`src/rtl/batpu_pkg.sv`:
```
// Shared register-file widths and the writeback request record used by both
// writeback sources and the load queue.
package batpu_pkg;

  localparam int DATA_W = 8;
  localparam int ADDR_W = 4;

  typedef logic [ADDR_W-1:0] reg_addr_t;
  typedef logic [DATA_W-1:0] reg_data_t;

  typedef struct packed {
    reg_addr_t rd;
    reg_data_t data;
  } wb_req_t;

endpackage

```
`src/rtl/regfile_wb_arbiter_fifo.sv`:
```
// Small synchronous FIFO of writeback requests. No fall-through: a push is
// visible at the head only from the following cycle.
module wb_fifo import batpu_pkg::*; #(
  parameter int DEPTH = 2,
  localparam int AW = $clog2(DEPTH)
) (
  input  logic          clk,
  input  logic          rst,
  input  logic          push,
  input  logic          pop,
  input  wb_req_t       din,
  output wb_req_t       dout,
  output logic          full,
  output logic          empty,
  output logic [AW:0]   count
);

  wb_req_t       mem_q [DEPTH];
  logic [AW-1:0] wr_ptr_q, wr_ptr_d;
  logic [AW-1:0] rd_ptr_q, rd_ptr_d;
  logic [AW:0]   count_q, count_d;

  always_comb begin
    wr_ptr_d = wr_ptr_q;
    rd_ptr_d = rd_ptr_q;
    count_d  = count_q;
    if (push) wr_ptr_d = wr_ptr_q + AW'(1);
    if (pop)  rd_ptr_d = rd_ptr_q + AW'(1);
    case ({push, pop})
      2'b10:   count_d = count_q + (AW+1)'(1);
      2'b01:   count_d = count_q - (AW+1)'(1);
      default: count_d = count_q;
    endcase
  end

  always_ff @(posedge clk) begin
    if (rst) begin
      wr_ptr_q <= '0;
      rd_ptr_q <= '0;
      count_q  <= '0;
    end else begin
      wr_ptr_q <= wr_ptr_d;
      rd_ptr_q <= rd_ptr_d;
      count_q  <= count_d;
    end
  end

  // Storage is pure data and needs no reset; occupancy lives in count_q.
  always_ff @(posedge clk) begin
    if (push) mem_q[wr_ptr_q] <= din;
  end

  assign dout  = mem_q[rd_ptr_q];
  assign full  = (count_q == (AW+1)'(DEPTH));
  assign empty = (count_q == '0);
  assign count = count_q;

endmodule

```
`src/rtl/regfile_wb_arbiter.sv`:
```
// Merges ALU and queued load writebacks onto the register file's single write
// port, with anti-starvation for loads and a pending-load hazard scoreboard.
module regfile_wb_arbiter #(
  parameter int DATA_W       = batpu_pkg::DATA_W,
  parameter int ADDR_W       = batpu_pkg::ADDR_W,
  parameter int LQ_DEPTH     = 2,
  parameter int STARVE_LIMIT = 4
) (
  input  logic              clk,
  input  logic              rst,
  input  logic              clk_en,
  input  logic              alu_valid,
  output logic              alu_ready,
  input  logic [ADDR_W-1:0] alu_rd,
  input  logic [DATA_W-1:0] alu_data,
  input  logic              ld_valid,
  output logic              ld_ready,
  input  logic [ADDR_W-1:0] ld_rd,
  input  logic [DATA_W-1:0] ld_data,
  input  logic              sb_set,
  input  logic [ADDR_W-1:0] sb_rd,
  input  logic [ADDR_W-1:0] chk_rs1,
  input  logic [ADDR_W-1:0] chk_rs2,
  input  logic [ADDR_W-1:0] chk_rd,
  output logic              stall,
  output logic              rf_we,
  output logic [ADDR_W-1:0] rf_rd_addr,
  output logic [DATA_W-1:0] rf_din
);
  import batpu_pkg::*;

  localparam int NREG = 1 << ADDR_W;
  localparam int SW   = $clog2(STARVE_LIMIT + 1);
  localparam int CW   = $clog2(LQ_DEPTH) + 1;

  logic [SW-1:0]   starve_q, starve_d;
  logic [NREG-1:0] pending_q, pending_d;

  wb_req_t         ld_req, lq_head;
  logic            lq_full, lq_empty, lq_push, lq_pop;
  logic [CW-1:0]   lq_count;
  logic            force_ld, alu_win, ld_grant;

  always_comb begin
    ld_req.rd   = ld_rd;
    ld_req.data = ld_data;
  end

  wb_fifo #(.DEPTH(LQ_DEPTH)) u_lq (
    .clk   (clk),
    .rst   (rst),
    .push  (lq_push),
    .pop   (lq_pop),
    .din   (ld_req),
    .dout  (lq_head),
    .full  (lq_full),
    .empty (lq_empty),
    .count (lq_count)
  );

  // Grant: a starved load beats the ALU; r0 ALU writes never claim the port.
  always_comb begin
    force_ld   = (starve_q == SW'(STARVE_LIMIT)) && !lq_empty;
    alu_win    = !force_ld && alu_valid && (alu_rd != '0);
    ld_grant   = !lq_empty && !alu_win;
    alu_ready  = !force_ld;
    ld_ready   = !lq_full;
    lq_push    = clk_en && !rst && ld_valid && !lq_full && (ld_rd != '0);
    lq_pop     = clk_en && !rst && ld_grant;
    rf_we      = clk_en && !rst && (alu_win || ld_grant);
    rf_rd_addr = ld_grant ? lq_head.rd   : alu_rd;
    rf_din     = ld_grant ? lq_head.data : alu_data;
  end

  always_comb begin
    starve_d = starve_q;
    if (clk_en) begin
      if (ld_grant || (lq_count == '0)) starve_d = '0;
      else if (starve_q != SW'(STARVE_LIMIT)) starve_d = starve_q + SW'(1);
    end
  end

  // Set is applied after clear so a same-cycle reissue to the register wins.
  always_comb begin
    pending_d = pending_q;
    if (clk_en) begin
      if (lq_pop) pending_d[lq_head.rd] = 1'b0;
      if (sb_set) pending_d[sb_rd]      = 1'b1;
    end
    pending_d[0] = 1'b0;
  end

  assign stall = pending_q[chk_rs1] | pending_q[chk_rs2] | pending_q[chk_rd];

  always_ff @(posedge clk) begin
    if (rst) begin
      starve_q  <= '0;
      pending_q <= '0;
    end else begin
      starve_q  <= starve_d;
      pending_q <= pending_d;
    end
  end

endmodule

```
`config.mk`:
```
export PLATFORM = sky130hd
export DESIGN_NAME = regfile_wb_arbiter
export DESIGN_NICKNAME = d
export VERILOG_FILES = /design/src/rtl/batpu_pkg.sv /design/src/rtl/regfile_wb_arbiter_fifo.sv /design/src/rtl/regfile_wb_arbiter.sv
export SDC_FILE = /design/constraint.sdc
export NUM_CORES = 1
export LEC_CHECK = 0
export CELL_PAD_IN_SITES_DETAIL_PLACEMENT = 1
export CELL_PAD_IN_SITES_GLOBAL_PLACEMENT = 1
export CORE_MARGIN = 2
export CORE_UTILIZATION = 38
export DETAILED_ROUTE_END_ITERATION = 8
export PLACE_DENSITY = 0.79
export SETUP_SLACK_MARGIN = 0.4
export SKIP_LAST_GASP = 1
export SYNTH_ARGS = -nofsm -noshare
export SYNTH_HDL_FRONTEND = slang
export SYNTH_HIERARCHICAL = 1
export SYNTH_SLANG_ARGS = --single-unit
```
`constraint.sdc`:
```
create_clock -name clk -period 3.11 [get_ports clk]
set_input_delay 0.622 -clock clk [delete_from_list [all_inputs] [get_ports clk]]
set_output_delay 0.622 -clock clk [all_outputs]
set_load 0.02 [all_outputs]
```
==> PnR_summary.wiki <==
{| class="wikitable"
! Metric !! Value
|-
| Run status || completed
|-
| Fraction of the core area covered by cells at the end of the flow || 0.555
|-
| Top cell type's share of synthesized area || 0.285
|-
| Antenna violations before repair || 0
|-
| Filler cells || slightly above 700
|-
| FF-to-FF setup slack || between 0.7 and 0.8 ns
|-
| Share of post-route cells with drive strength above 1 || 0.306
|-
| I/O Buffers || 61
|-
| Leakage Power || 1.31 nW
|-
| Number of sinks driven by the clock tree || 47
|-
| Hold Startpoint || starve_q[0]
|-
| Biggest area contributors in the synthesized netlist || sky130_fd_sc_hd__edfxtp_1 (28%), sky130_fd_sc_hd__dfxtp_1 (18%), sky130_fd_sc_hd__mux2_2 (11%), sky130_fd_sc_hd__o21ai_0 (4.2%), sky130_fd_sc_hd__mux4_2 (3.6%)
|-
| Maximum clock rate || 366 MHz
|-
| Total negative setup slack || 0 ns
|-
| Final clock period utilization by the worst path || 0.878
|-
| Flop pwr share || 0.482
|-
| Hold bufs inserted after CTS || 0
|-
| Overall die width || 85.6 um
|-
| Dominant synthesized flop cell || sky130_fd_sc_hd__edfxtp_1
|-
| Clock Root Buffer || sky130_fd_sc_hd__clkbuf_8
|-
| Synthesized flop and latch total || 47
|-
| CTS clk-pin slew, worst paths || 0.08 ns
|-
| Most numerous cell in the Yosys netlist || sky130_fd_sc_hd__mux2_2
|-
| Max-capacitance violation count || 0
|-
| Endpoint with the worst hold slack || starve_q[0]
|-
| Setup-violating endpoint count in the final report || 0
|-
| Overall die height || ~86 um
|-
| Standard-cell row count || 29
|-
| Antenna-violating nets left || 0
|-
| Proportion of synthesized chip area in sequential cells || 0.466
|-
| Iteration-0 DRC Markers || a little over 80
|-
| Total routing usage reported by global routing || 0.219
|-
| Number of hold violations in the final report || 0
|-
| Data arrival time of the critical path || approximately 2.1 ns
|-
| Synth cell types || 43
|-
| Worst setup slack before clock tree synthesis || -0.577 ns
|-
| Cells after synthesis || 236
|-
| Wirelength per Cell || between 15 and 20 um
|-
| Power Density || roughly 390 nW/um2
|-
| Post-synthesis net count || between 200 and 300
|-
| Reg2Reg Launch Point || starve_q[0]
|-
| Multi-input gate area || 1360 um2
|-
| Total count of max-transition violations in the final report || 0
|-
| Mean instance size in the synthesized netlist || roughly 11 um2
|-
| Synthesis warning total || 6
|-
| Total overflow reported by the global router || 0
|-
| Reported net switching power || between 0.3 and 0.4 mW
|-
| Number of global-route vias before repair || 2478
|-
| Startpoint type of the worst setup path || input port
|-
| Final setup skew || ~0.0071 ns
|-
| Clock tree from TritonCTS || done
|-
| Vias after detailed routing || 2245
|-
| Area added between synthesis and finish || 40.0%
|-
| Via-to-Cell Ratio || between 5 and 6
|-
| Path class of the lowest-slack min-delay path || reg2reg
|-
| Routed wire length || 7770 um
|-
| Clock period minus worst slack || about 2.7 ns
|-
| Logic pwr share || 0.188
|-
| Pin count of the biggest net entering global routing || 25
|-
| RSZ-0062 raised after global routing || yes
|-
| Crit Path Class || in2out
|-
| Worst-path maximum fanout || 2
|-
| Switching Share || 0.250
|-
| Final GP Congestion || roughly 0.84
|-
| Post-detailed-route DRC marker count || 0
|-
| Inserted Clock Buffers || 5
|-
| Final Worst Setup Slack || between 0.3 and 0.4 ns
|-
| Fraction of registers with async set or reset after synthesis || 0
|-
| First-pass GRT wire length || around 12000 um
|-
| Starting density of the core || 0.397
|-
| Pint || 1.05 mW
|-
| Count of flip-flops with a built-in enable after synthesis || 24
|-
| Power consumption || 1.39 mW
|-
| Max-slew headroom at the worst pin || 0.579
|-
| Dominant cell type by area after synthesis || sky130_fd_sc_hd__edfxtp_1
|-
| Reg-to-reg endpoint || u_lq/count[1]
|-
| Nature of the critical path endpoint || output port
|-
| Data required, critical path || ~2.5 ns
|-
| Clock insertion delay at the later pin of the skew report || 0.31 ns
|-
| R2R depth || 10
|-
| Deepest clock path buffer count || 2
|-
| Clock network fraction of total power || 0.330
|-
| DIE AREA || 7330 um2
|-
| First-pass iteration count of the detailed router || 4
|-
| Hold path depth || 2
|-
| Maximum vdd ir drop || 0.000244 V
|-
| Layout Nets || about 370
|-
| DP HPWL || 5650 um
|-
| Htree depth || 2
|-
| Worst slew pin tran || 0.623 ns
|-
| Placeable core region || 6390 um2
|-
| IO Pins || between 60 and 70
|-
| Cell area after synthesis || roughly 2500 um2
|-
| Most frequent cells after synthesis || sky130_fd_sc_hd__mux2_2 (25), sky130_fd_sc_hd__edfxtp_1 (24), sky130_fd_sc_hd__dfxtp_1 (23)
|-
| Total inserted antenna cells || 0
|-
| Area occupied by registers || between 1000 and 1500 um2
|}
layout make-up:
| type | instances | area share |
|---|---|---|
| Clock buffer | 5 | 0.0194 |
| Inverter | 8 | 0.00847 |
| Sequential cell | 47 | 0.333 |
| Tap cell | 77 | 0.0272 |
| Multi-Input combinational cell | 175 | 0.384 |
| Timing Repair Buffer | 86 | 0.215 |
| Clock inverter | 3 | 0.0131 |
critical path, stage by stage:
cell                       delay (ns)
sky130_fd_sc_hd__buf_6           0.09
sky130_fd_sc_hd__mux2_4          0.28
sky130_fd_sc_hd__a221o_1         0.31
sky130_fd_sc_hd__o22ai_1         0.17
sky130_fd_sc_hd__a211oi_1        0.07
sky130_fd_sc_hd__or4_4           0.42
sky130_fd_sc_hd__buf_6           0.14
power groups by stage:
stage	Combinational (mW)	Clock (mW)	Sequential (mW)
CTS	0.259	0.473	0.672
global route	0.280	0.489	0.674
floorplan	0.107	0	0.683
detailed placement	0.248	0	0.686
finish	0.262	0.461	0.672
global placement	0.240	0	0.685
flip-flops by register name, indices dropped and copies added, names as in the netlist, named ones only:
register	flops
starve_q	3
pending_q	15
u_lq/count	2
u_lq/mem_q	24
u_lq/wr_ptr_q	1
u_lq/rd_ptr_q	1
how the worst max path moves through the flow:
stage / startpoint / to / cells after the start
global placement: chk_rd[0] / stall / 6
global route: chk_rs1[2] / stall / 7
CTS: chk_rd[2] / stall / 7
finish: chk_rd[2] / stall / 7
detailed placement: chk_rd[0] / stall / 6
floorplan: chk_rs1[1] / stall / 5
metal layers:
| layer | vias to the layer above | GRT usage | wire length (um) |
|---|---|---|---|
| li1 | 1064 | - | - |
| met1 | 1121 | 0.266 | 3210 |
| met2 | 56 | 0.398 | 4230 |
| met3 | 4 | 0.0337 | 293 |
| met4 | 0 | 0.0693 | 38 |
| met5 | - | 0 | 0 |
through the flow:
step | instance area (um2) | hold slack, ns | std cells
after floorplan | 2540 | 0.463 | 236
after detailed placement | 3380 | 0.496 | 389
after global placement | 3380 | 0.485 | 389
final | 3540 | 0.501 | 401
after CTS | 3540 | 0.508 | 401
after global routing | 3540 | 0.540 | 401
kinds of logic (layout without fill, tap and decap cells):
kind of cell             after synthesis  in the layout  share of synthesized area
AO/OA/AOI/OAI                         48             49                      0.108
XOR/XNOR                               4              4                     0.0138
adder cells (fa/ha/maj)                3              3                     0.0148
buffers and inverters                 15            102                     0.0227
flip-flops                            47             47                      0.466
multiplexers                          38             38                      0.204
AND/OR/NAND/NOR                       81             81                      0.170
placed cells by master, fill, tap and decap left out, drive strengths merged, types with 2 or more instances in the layout:
cell,netlist,layout
dlygate4sd2,0,4
nor2b,9,9
nor3,2,2
or3,2,2
edfxtp,24,24
xnor2,3,3
dfxtp,23,23
mux2,26,26
ha,3,3
buf,2,43
nand2b,4,4
a21o,2,3
mux2i,5,5
mux4,7,7
clkbuf,5,8
nor4b,4,4
nand2,18,18
clkdlybuf4s15,0,3
nor2,17,17
nand3,9,9
clkdlybuf4s50,0,31
inv,8,9
nor4,5,5
o21ai,21,21
a21oi,16,16
nand3b,4,4
repair_timing:
action                                  4_1_cts  5_1_grt
gates cloned                                  1        0
setup buffers                                 3        0
resized for setup                           127       12
endpoints found under the setup margin       16       16
pin swaps                                    11        2
No activity file was read; power rests on OpenSTA's default activity.
